<file path="src/rtl/axis_wr_desc_ctrl_if.sv">
// Bundles the descriptor, upstream stream, bridge stream, base-address and status
// signals of the write descriptor controller; slave is the controller's view.
interface axis_wr_desc_ctrl_if #(
  parameter int DATA_WIDTH = 512,
  parameter int KEEP_WIDTH = DATA_WIDTH / 8,
  parameter int ADDR_WIDTH = 34,
  parameter int LEN_WIDTH  = 20,
  parameter int TAG_WIDTH  = 8
);
  logic [ADDR_WIDTH-1:0] s_desc_addr;
  logic [LEN_WIDTH-1:0]  s_desc_len;
  logic [TAG_WIDTH-1:0]  s_desc_tag;
  logic                  s_desc_valid;
  logic                  s_desc_ready;

  logic [DATA_WIDTH-1:0] s_axis_tdata;
  logic [KEEP_WIDTH-1:0] s_axis_tkeep;
  logic                  s_axis_tlast;
  logic                  s_axis_tvalid;
  logic                  s_axis_tready;

  logic [DATA_WIDTH-1:0] m_axis_tdata;
  logic [KEEP_WIDTH-1:0] m_axis_tkeep;
  logic                  m_axis_tlast;
  logic                  m_axis_tvalid;
  logic                  m_axis_tready;

  logic [ADDR_WIDTH-1:0] m_base_addr;
  logic                  m_base_addr_valid;

  logic [TAG_WIDTH-1:0]  m_status_tag;
  logic [LEN_WIDTH-1:0]  m_status_len;
  logic                  m_status_error;
  logic                  m_status_valid;

  modport slave (
    input  s_desc_addr, s_desc_len, s_desc_tag, s_desc_valid,
    output s_desc_ready,
    input  s_axis_tdata, s_axis_tkeep, s_axis_tlast, s_axis_tvalid,
    output s_axis_tready,
    output m_axis_tdata, m_axis_tkeep, m_axis_tlast, m_axis_tvalid,
    input  m_axis_tready,
    output m_base_addr, m_base_addr_valid,
    output m_status_tag, m_status_len, m_status_error, m_status_valid
  );

  modport master (
    output s_desc_addr, s_desc_len, s_desc_tag, s_desc_valid,
    input  s_desc_ready,
    output s_axis_tdata, s_axis_tkeep, s_axis_tlast, s_axis_tvalid,
    input  s_axis_tready,
    input  m_axis_tdata, m_axis_tkeep, m_axis_tlast, m_axis_tvalid,
    output m_axis_tready,
    input  m_base_addr, m_base_addr_valid,
    input  m_status_tag, m_status_len, m_status_error, m_status_valid
  );
endinterface

</file>
<file path="src/rtl/axis_wr_desc_ctrl.sv">
// Write descriptor controller: loads the bridge base address, forwards one packet and
// reports its completion. AXIS_WR_DESC_DRAIN_EN enables length truncation and tail draining.
module axis_wr_desc_ctrl #(
  parameter int DATA_WIDTH = 512,
  parameter int KEEP_WIDTH = DATA_WIDTH / 8,
  parameter int ADDR_WIDTH = 34,
  parameter int LEN_WIDTH  = 20,
  parameter int TAG_WIDTH  = 8
) (
  input logic clk,
  input logic rst,
  axis_wr_desc_ctrl_if.slave bus
);

  typedef enum logic [2:0] {IDLE, ADDR, XFER, DRAIN, STATUS} state_t;

  state_t                state_q, state_d;
  logic [ADDR_WIDTH-1:0] addr_q;
  logic [LEN_WIDTH-1:0]  len_q;
  logic [TAG_WIDTH-1:0]  tag_q;
  logic [LEN_WIDTH-1:0]  count_q, count_d;
  logic                  error_q, error_d;

  logic [LEN_WIDTH-1:0]  beat_bytes;
  logic [LEN_WIDTH-1:0]  fwd_bytes;
  logic [KEEP_WIDTH-1:0] out_keep;
  logic                  out_last;
  logic [DATA_WIDTH-1:0] pass_data;
  logic                  xfer_beat;

  always_comb begin
    beat_bytes = '0;
    for (int i = 0; i < KEEP_WIDTH; i++) begin
      beat_bytes = beat_bytes + LEN_WIDTH'(bus.s_axis_tkeep[i]);
    end
  end

`ifdef AXIS_WR_DESC_DRAIN_EN
  logic [LEN_WIDTH-1:0]  remaining;
  logic [KEEP_WIDTH-1:0] keep_mask;
  logic                  reach;

  // The beat that reaches the descriptor length is cut down to the bytes still owed.
  always_comb begin
    remaining = len_q - count_q;
    reach     = (remaining <= beat_bytes);
    keep_mask = '0;
    for (int i = 0; i < KEEP_WIDTH; i++) begin
      keep_mask[i] = (LEN_WIDTH'(i) < remaining);
    end
    fwd_bytes = reach ? remaining : beat_bytes;
    out_keep  = reach ? (bus.s_axis_tkeep & keep_mask) : bus.s_axis_tkeep;
    out_last  = reach | bus.s_axis_tlast;
  end
`else
  always_comb begin
    fwd_bytes = beat_bytes;
    out_keep  = bus.s_axis_tkeep;
    out_last  = bus.s_axis_tlast;
  end
`endif

  assign pass_data = bus.s_axis_tdata;
  assign xfer_beat = (state_q == XFER) && bus.s_axis_tvalid && bus.m_axis_tready;

  assign bus.s_desc_ready      = (state_q == IDLE);
  assign bus.m_base_addr       = addr_q;
  assign bus.m_base_addr_valid = (state_q == ADDR);
  assign bus.m_axis_tdata      = pass_data;
  assign bus.m_axis_tkeep      = out_keep;
  assign bus.m_axis_tlast      = out_last;
  assign bus.m_axis_tvalid     = (state_q == XFER) && bus.s_axis_tvalid;
  assign bus.s_axis_tready     = ((state_q == XFER) && bus.m_axis_tready) || (state_q == DRAIN);
  assign bus.m_status_tag      = tag_q;
  assign bus.m_status_len      = count_q;
  assign bus.m_status_error    = error_q;
  assign bus.m_status_valid    = (state_q == STATUS);

  always_ff @(posedge clk) begin
    if (rst) begin
      state_q <= IDLE;
      count_q <= '0;
      error_q <= 1'b0;
    end else begin
      state_q <= state_d;
      count_q <= count_d;
      error_q <= error_d;
    end
  end

  always_ff @(posedge clk) begin
    if (state_q == IDLE && bus.s_desc_valid) begin
      addr_q <= bus.s_desc_addr;
      len_q  <= bus.s_desc_len;
      tag_q  <= bus.s_desc_tag;
    end
  end

  always_comb begin
    state_d = state_q;
    count_d = count_q;
    error_d = error_q;
    case (state_q)
      IDLE: begin
        if (bus.s_desc_valid) begin
          count_d = '0;
          error_d = (bus.s_desc_len == '0);
          state_d = (bus.s_desc_len == '0) ? STATUS : ADDR;
        end
      end
      ADDR: state_d = XFER;
      XFER: begin
        if (xfer_beat) begin
          count_d = count_q + fwd_bytes;
`ifdef AXIS_WR_DESC_DRAIN_EN
          if (reach) begin
            state_d = bus.s_axis_tlast ? STATUS : DRAIN;
            error_d = !bus.s_axis_tlast;
          end else if (bus.s_axis_tlast) begin
            state_d = STATUS;
            error_d = 1'b1;
          end
`else
          // Without draining the packet boundary alone ends the transfer.
          if (bus.s_axis_tlast) begin
            state_d = STATUS;
            error_d = ((count_q + fwd_bytes) != len_q);
          end
`endif
        end
      end
`ifdef AXIS_WR_DESC_DRAIN_EN
      DRAIN: begin
        if (bus.s_axis_tvalid && bus.s_axis_tlast) begin
          state_d = STATUS;
        end
      end
`endif
      STATUS:  state_d = IDLE;
      default: state_d = IDLE;
    endcase
  end

endmodule

</file>
<file path="src/flat_wrapper.sv">
// flat-port wrapper written by rule: the top's interface ports become plain ports
module axis_wr_desc_ctrl_flat 
#(
  parameter int DATA_WIDTH = 512,
  parameter int KEEP_WIDTH = DATA_WIDTH / 8,
  parameter int ADDR_WIDTH = 34,
  parameter int LEN_WIDTH  = 20,
  parameter int TAG_WIDTH  = 8
)
  (clk, rst, bus_s_desc_addr, bus_s_desc_len, bus_s_desc_tag, bus_s_desc_valid, bus_s_desc_ready, bus_s_axis_tdata, bus_s_axis_tkeep, bus_s_axis_tlast, bus_s_axis_tvalid, bus_s_axis_tready, bus_m_axis_tdata, bus_m_axis_tkeep, bus_m_axis_tlast, bus_m_axis_tvalid, bus_m_axis_tready, bus_m_base_addr, bus_m_base_addr_valid, bus_m_status_tag, bus_m_status_len, bus_m_status_error, bus_m_status_valid);
  axis_wr_desc_ctrl_if #(.DATA_WIDTH(DATA_WIDTH), .KEEP_WIDTH(KEEP_WIDTH), .ADDR_WIDTH(ADDR_WIDTH), .LEN_WIDTH(LEN_WIDTH), .TAG_WIDTH(TAG_WIDTH)) bus_i ();
  input logic clk;
  input logic rst;
  input wire logic [$bits(bus_i.s_desc_addr)-1:0] bus_s_desc_addr;
  input wire logic [$bits(bus_i.s_desc_len)-1:0] bus_s_desc_len;
  input wire logic [$bits(bus_i.s_desc_tag)-1:0] bus_s_desc_tag;
  input wire logic [$bits(bus_i.s_desc_valid)-1:0] bus_s_desc_valid;
  output wire logic [$bits(bus_i.s_desc_ready)-1:0] bus_s_desc_ready;
  input wire logic [$bits(bus_i.s_axis_tdata)-1:0] bus_s_axis_tdata;
  input wire logic [$bits(bus_i.s_axis_tkeep)-1:0] bus_s_axis_tkeep;
  input wire logic [$bits(bus_i.s_axis_tlast)-1:0] bus_s_axis_tlast;
  input wire logic [$bits(bus_i.s_axis_tvalid)-1:0] bus_s_axis_tvalid;
  output wire logic [$bits(bus_i.s_axis_tready)-1:0] bus_s_axis_tready;
  output wire logic [$bits(bus_i.m_axis_tdata)-1:0] bus_m_axis_tdata;
  output wire logic [$bits(bus_i.m_axis_tkeep)-1:0] bus_m_axis_tkeep;
  output wire logic [$bits(bus_i.m_axis_tlast)-1:0] bus_m_axis_tlast;
  output wire logic [$bits(bus_i.m_axis_tvalid)-1:0] bus_m_axis_tvalid;
  input wire logic [$bits(bus_i.m_axis_tready)-1:0] bus_m_axis_tready;
  output wire logic [$bits(bus_i.m_base_addr)-1:0] bus_m_base_addr;
  output wire logic [$bits(bus_i.m_base_addr_valid)-1:0] bus_m_base_addr_valid;
  output wire logic [$bits(bus_i.m_status_tag)-1:0] bus_m_status_tag;
  output wire logic [$bits(bus_i.m_status_len)-1:0] bus_m_status_len;
  output wire logic [$bits(bus_i.m_status_error)-1:0] bus_m_status_error;
  output wire logic [$bits(bus_i.m_status_valid)-1:0] bus_m_status_valid;
  assign bus_i.s_desc_addr = bus_s_desc_addr;
  assign bus_i.s_desc_len = bus_s_desc_len;
  assign bus_i.s_desc_tag = bus_s_desc_tag;
  assign bus_i.s_desc_valid = bus_s_desc_valid;
  assign bus_s_desc_ready = bus_i.s_desc_ready;
  assign bus_i.s_axis_tdata = bus_s_axis_tdata;
  assign bus_i.s_axis_tkeep = bus_s_axis_tkeep;
  assign bus_i.s_axis_tlast = bus_s_axis_tlast;
  assign bus_i.s_axis_tvalid = bus_s_axis_tvalid;
  assign bus_s_axis_tready = bus_i.s_axis_tready;
  assign bus_m_axis_tdata = bus_i.m_axis_tdata;
  assign bus_m_axis_tkeep = bus_i.m_axis_tkeep;
  assign bus_m_axis_tlast = bus_i.m_axis_tlast;
  assign bus_m_axis_tvalid = bus_i.m_axis_tvalid;
  assign bus_i.m_axis_tready = bus_m_axis_tready;
  assign bus_m_base_addr = bus_i.m_base_addr;
  assign bus_m_base_addr_valid = bus_i.m_base_addr_valid;
  assign bus_m_status_tag = bus_i.m_status_tag;
  assign bus_m_status_len = bus_i.m_status_len;
  assign bus_m_status_error = bus_i.m_status_error;
  assign bus_m_status_valid = bus_i.m_status_valid;
  axis_wr_desc_ctrl #(.DATA_WIDTH(DATA_WIDTH), .KEEP_WIDTH(KEEP_WIDTH), .ADDR_WIDTH(ADDR_WIDTH), .LEN_WIDTH(LEN_WIDTH), .TAG_WIDTH(TAG_WIDTH)) u_core (.clk(clk), .rst(rst), .bus(bus_i));
endmodule
</file>
<file path="config.mk">
export PLATFORM = sky130hd
export DESIGN_NAME = axis_wr_desc_ctrl_flat
export DESIGN_NICKNAME = d
export VERILOG_FILES = /design/src/rtl/axis_wr_desc_ctrl_if.sv /design/src/rtl/axis_wr_desc_ctrl.sv /design/src/flat_wrapper.sv
export SDC_FILE = /design/constraint.sdc
export NUM_CORES = 1
export LEC_CHECK = 0
export ABC_AREA = 0
export BUFFER_PORTS_ARGS = -buffer_cell sky130_fd_sc_hd__buf_2
export CAP_MARGIN = 0
export CELL_PAD_IN_SITES_DETAIL_PLACEMENT = 0
export CELL_PAD_IN_SITES_GLOBAL_PLACEMENT = 1
export CORE_AREA = 2 2 502 504
export DETAILED_ROUTE_END_ITERATION = 7
export DIE_AREA = 0 0 504 506
export GPL_ROUTABILITY_DRIVEN = 0
export PLACE_DENSITY_LB_ADDON = 0.25
export SLEW_MARGIN = 20
export SYNTH_ARGS = -nofsm -noshare
export SYNTH_HDL_FRONTEND = slang
export SYNTH_SLANG_ARGS = --single-unit
</file>
<file path="constraint.sdc">
create_clock -name clk -period 8.8 [get_ports clk]
set_clock_uncertainty 0.15 [all_clocks]
set_input_delay 0 -clock clk [delete_from_list [all_inputs] [get_ports clk]]
set_output_delay 0 -clock clk [all_outputs]
set_load 0.05 [all_outputs]
</file>
* After elaboration in Yosys (flattened, before gate mapping)
Index checks and enable logic that the tools add are counted.
** Storage, ports and cells
- Output and inout port bits :: 645
- Bits of input ports :: 644
- Flip-flop bits (word level) :: 86
** Cells by class
- Equality and inequality tests :: 8
- $add $sub $neg :: 64
- Multiplexer cells :: 12
- Reductions and logical operators :: 11
** Operators with widths (count)
- 20-bit by 1-bit adder with 20-bit output :: 62
- 20-bit two-way mux :: 2
- 20-bit case mux with 2 select lines :: 1
- 20-bit adder :: 1
- 20-bit zero test :: 1
- 20-bit != test :: 1
- 3-bit two-way mux :: 4
- 3-bit case mux with 3 select lines :: 1
- 3-bit by 2-bit equality test with 1-bit output (second input constant) :: 2
- 3-bit AND reduction :: 2
- 1-bit logical AND :: 4
- 2-bit != test (second input constant) :: 2
- 4-bit AND reduction :: 1
- 3-bit by 1-bit equality test with 1-bit output (second input constant) :: 1
- 3-bit equality test (second input constant) :: 1
- 3-bit zero test :: 1
- 1-bit two-way mux :: 3
- 1-bit by 1-bit adder with 2-bit output :: 1
- 2-bit by 1-bit != test with 1-bit output (second input constant) :: 1
- 1-bit case mux with 2 select lines :: 1
- 2-bit nonzero test :: 1
- 1-bit logical OR :: 1

* Logic depth before layout (Yosys ltp)
- Depth after elaboration :: 68
- Gate-level depth with buffers :: 24
- Mapped depth without buffers :: 24

* Worst setup path before layout
No wires, ideal clock.
- Path type :: register to register
- Start point :: register u_core.count_q[0] (netlist: u_core.bus.m_status_len[0])
- End point :: register u_core.error_q (netlist: u_core.bus.m_status_error)
- Buffers on the path :: 0
- Data required time :: 8521 ps
- Slack :: 1780 ps
- Cell stages (with the launch flop) :: 25
- Arrival :: 6741 ps
- Path through :: dfxtp_1 inv_1 fa_1 fa_1 inv_1 fa_1 inv_1 fa_1 inv_1 fa_1 inv_1 fa_1 fa_1 fa_1 inv_1 ha_1 fa_1 a21o_1 a221oi_2 o31ai_4 nand3b_1 and4b_1 o2111ai_1 nor4_1 a31oi_1
** On the way
- Cells in the longest elaborated chain, start to end :: 5
** Ends and longest elaborated chain
- start, declared :: RTL line axis_wr_desc_ctrl.sv:21 : logic [LEN_WIDTH-1:0] count_q, count_d;
- start signal, assigned :: RTL line axis_wr_desc_ctrl.sv:86 : count_q <= count_d;
- 20-bit adder :: RTL line axis_wr_desc_ctrl.sv:127 : error_d = ((count_q + fwd_bytes) != len_q);
- 20-bit != test :: RTL line axis_wr_desc_ctrl.sv:127
- 1-bit two-way mux :: RTL line axis_wr_desc_ctrl.sv:125 : if (bus.s_axis_tlast) begin
- 1-bit two-way mux :: RTL line axis_wr_desc_ctrl.sv:113 : if (xfer_beat) begin
- 1-bit case mux with 2 select lines :: RTL line axis_wr_desc_ctrl.sv:103 : case (state_q)
- end signal, assigned :: RTL line axis_wr_desc_ctrl.sv:87 : error_q <= error_d;
- end, declared :: RTL line axis_wr_desc_ctrl.sv:22 : logic error_q, error_d;
Every way passes these cells. The select of a mux whose other input is x is not followed.
A chain may end at the register's enable or synchronous reset.

* Worst setup path after layout
Same ends and word-level chain as after synthesis.

==> summary.txt <==
Critical path
  – Critical path capture point type: register
  – Max stage delay cell, worst path: fa_1
  – Worst Path Required: 8890 ps
  – Crit-path leading delay family: adder cells
  – WP data arrival: 7170 ps
  – Max stage delay on crit path: 500 ps
  – Critical path's most frequent cell: fa_1
  – Crit Path Max Fanout: 3
  – Crit Path Category: reg -> reg
  – Crit-path cells: inv_1, fa_1, fa_1, inv_1, fa_1, inv_1, fa_1, inv_1, fa_1, inv_1, fa_1, fa_1, fa_1, inv_1, ha_1, fa_1, a21o_1, a221o_1, a21o_1, a21oi_1, xor2_1, xnor2_1, nor3_2, a31oi_1
  – Startpoint Class: register
  – Buf/Inv on CP: 6
  – R2R depth: 24
  – WP depth: 24

Yosys
  – Async S/R FF share, synth: 0%
  – Syn_nets: 1,808
  – Warnings from Yosys: 0
  – Top cell type's share of synthesized area: 43.43%
  – EDFF count, synth: 62
  – Syn Inst Count: 1,071
  – Synth top area cells: buf_4 (43%), edfxtp_1 (19%), fa_1 (11%)
  – Avg Synthesized Cell Area: 9.313 um2
  – Mapped Area: 9975 um2
  – Top_reg_cell synth: edfxtp_1
  – Post-synthesis cell type count: 58
  – Seq/Total Area, Yosys: 23.48%
  – Largest area contributor in the netlist: buf_4
  – Number of synthesized register bits: 86

Floorplan
  – Die W: 504 um
  – Io pins: approximately 1,300
  – Die area: about 260,000 um2
  – Effective utilization at floorplan: roughly 4%
  – CORE AREA: 250,000 um2
  – Die Y-Extent: 506 um
  – Site row count: roughly 180

STA
  – RSZ-0062 raised after global routing: no
  – Final hold violations: 0
  – Max-slew violations: 0
  – Slew at the pin closest to its max-slew limit: 1004 ps
  – Fmax achieved: between 100 and 150 MHz
  – # setup viols final: 0
  – Slew HR: 32.82%
  – Crit share post-route: 80.36%
  – Minimum clock period: between 7000 and 8000 ps
  – Setup TNS: 0 ps

GRT
  – First-pass GRT wire length: 159.6 mm
  – Initial antenna violation count: ~250
  – Remaining Overflow, GRT: 0
  – Largest net degree at the start of global routing: 50
  – Total Routing Usage GR: 10.33%
  – Vias in the first global route: 8,968

Clock tree
  – Root buf cell: clkbuf_16
  – CTS clock-pin slew for the worst setup and hold paths: about 70 ps
  – CTS tree: yes
  – Num CTS Buffers: 9
  – Clk Latency, worst-skew pair: 360 ps
  – CTS H-Tree Depth: 3
  – Clk buf depth: 2
  – CTS sink cnt: 86
  – Post-CTS Repair Setup Buffers: 0

Detailed routing
  – Via/cell ratio: 1.962
  – Wire per inst: 29.17 um
  – Initial DRC count: 544
  – DRT antenna net count: 0
  – First-pass detailed-route iteration total: 5
  – DRC Markers: 0
  – Via count: ~9,300
  – Total length of routed wires: 138.3 mm

Finish
  – Commonest non-fill, non-tap cell in the layout: dlygate4sd3_1
  – Layout cell share with drive strength beyond 1: 21.60%
  – Most frequent cells in the layout: dlygate4sd3_1 (576), buf_2 (264), inv_1 (92)
  – # nets final: 2,070
  – Area delta synth->final: 73.60%

Flow run
  – Max-cap viol count: 0

Place
  – DP Wirelength: 131.0 mm
  – PortBufs: 264

Min path
  – Worst Hold Depth: 2
  – Hold crit path type: in -> reg

Power and ir drop
  – Peak VDD IR: 0.7781 mV
  – Leakage: 0.006140 uW
  – Final Total Pwr: 5711 uW
  – Pwr/cell area: around 330 nW/um2

Outcome
  – Status: completed
## final timing paths
path,from,to,slack [ps]
worst max-delay path,u_core.bus.m_status_len[0],u_core.bus.m_status_error,1730
worst min-delay path,rst,u_core.bus.m_status_len[18],6
worst max register to register,u_core.bus.m_status_len[0],u_core.bus.m_status_error,1730
worst min register to register,u_core.bus.m_status_len[9],u_core.bus.m_status_len[9],350
## logic make-up (layout without fill, tap and decap cells)
| group | after synthesis | in the layout | share of synthesized area [%] |
|---|---|---|---|
| and+or+nand+nor | 109 | 109 | 5.657 |
| other | 0 | 56 | 0 |
| xor gates and xnor gates | 32 | 32 | 2.810 |
| DFF | 86 | 86 | 23.48 |
| muxes | 1 | 1 | 0.1004 |
| AOI/OAI and AO/OA | 65 | 65 | 4.591 |
| buffers and inverters | 685 | 952 | 47.55 |
| adders and majority gates | 93 | 93 | 15.81 |
## area by class of cell
class / count / area (um2)
Fill cell: 29489 / 232700
Antenna cell: 56 / 140.1
Multi-Input combinational cell: 300 / 2889
Timing Repair Buffer: 843 / 7109
Tap cell: 3348 / 4189
Sequential cell: 86 / 2342
Inverter: 93 / 349.1
Clock buffer: 9 / 225.2
Clock inverter: 7 / 71.32
## where the power goes
| part | total (uW) | leakage, uW | switching [uW] | internal, uW |
|---|---|---|---|---|
| Sequential | 497 | 0.000787 | 20.6 | 476 |
| Clock | 399 | 0.000142 | 178 | 221 |
| Combinational | 4820 | 0.00521 | 3080 | 1740 |
## synth_stat cells, types with 9 or more instances
library cell / number
inv_1: 92
xnor2_1: 17
edfxtp_1: 62
a21oi_1: 21
nand3_1: 12
buf_4: 577
ha_1: 38
xor2_1: 15
clkbuf_1: 9
nor2_1: 30
dfxtp_1: 24
nor4_1: 9
fa_1: 55
nand2_1: 23
## state kept, by name (all words and copies together) (netlist names)
signal                     count
u_core.bus.m_base_addr        34
u_core.len_q                  20
u_core.bus.m_status_len       20
u_core.bus.m_status_tag        8
u_core.bus.m_status_error      1
u_core.state_q                 3
## routing by layer
metal	global-route usage, %	up-vias	part of all wire [%]
met3	4.775	328	12
met1	12.12	4252	39
met2	17.48	1273	47
met5	0.3519	-	0.12
met4	1.293	26	2.5
li1	-	3424	-
## stage by stage
step                utilization (%)  worst slack [ps]  instance area [um2]  cells  hold slack, ps
global placement              4.445              1728                11110   4094          -149.7
CTS                           6.870              1671                17180   4686           13.93
floorplan                         -              1780                 9975   1071          -77.86
detailed placement            4.445              1693                11110   4094          -149.7
global route                  6.891              1359                17230   4707           24.76
finish                        6.926              1729                17320   4742           6.463
## timing repair
action,4_1_cts,5_1_grt
setup endpoints to repair,0,0
hold buffers,576,0
hold endpoints to repair,577,0
gates resized for setup,0,0
(Power assumes the default switching activity.)
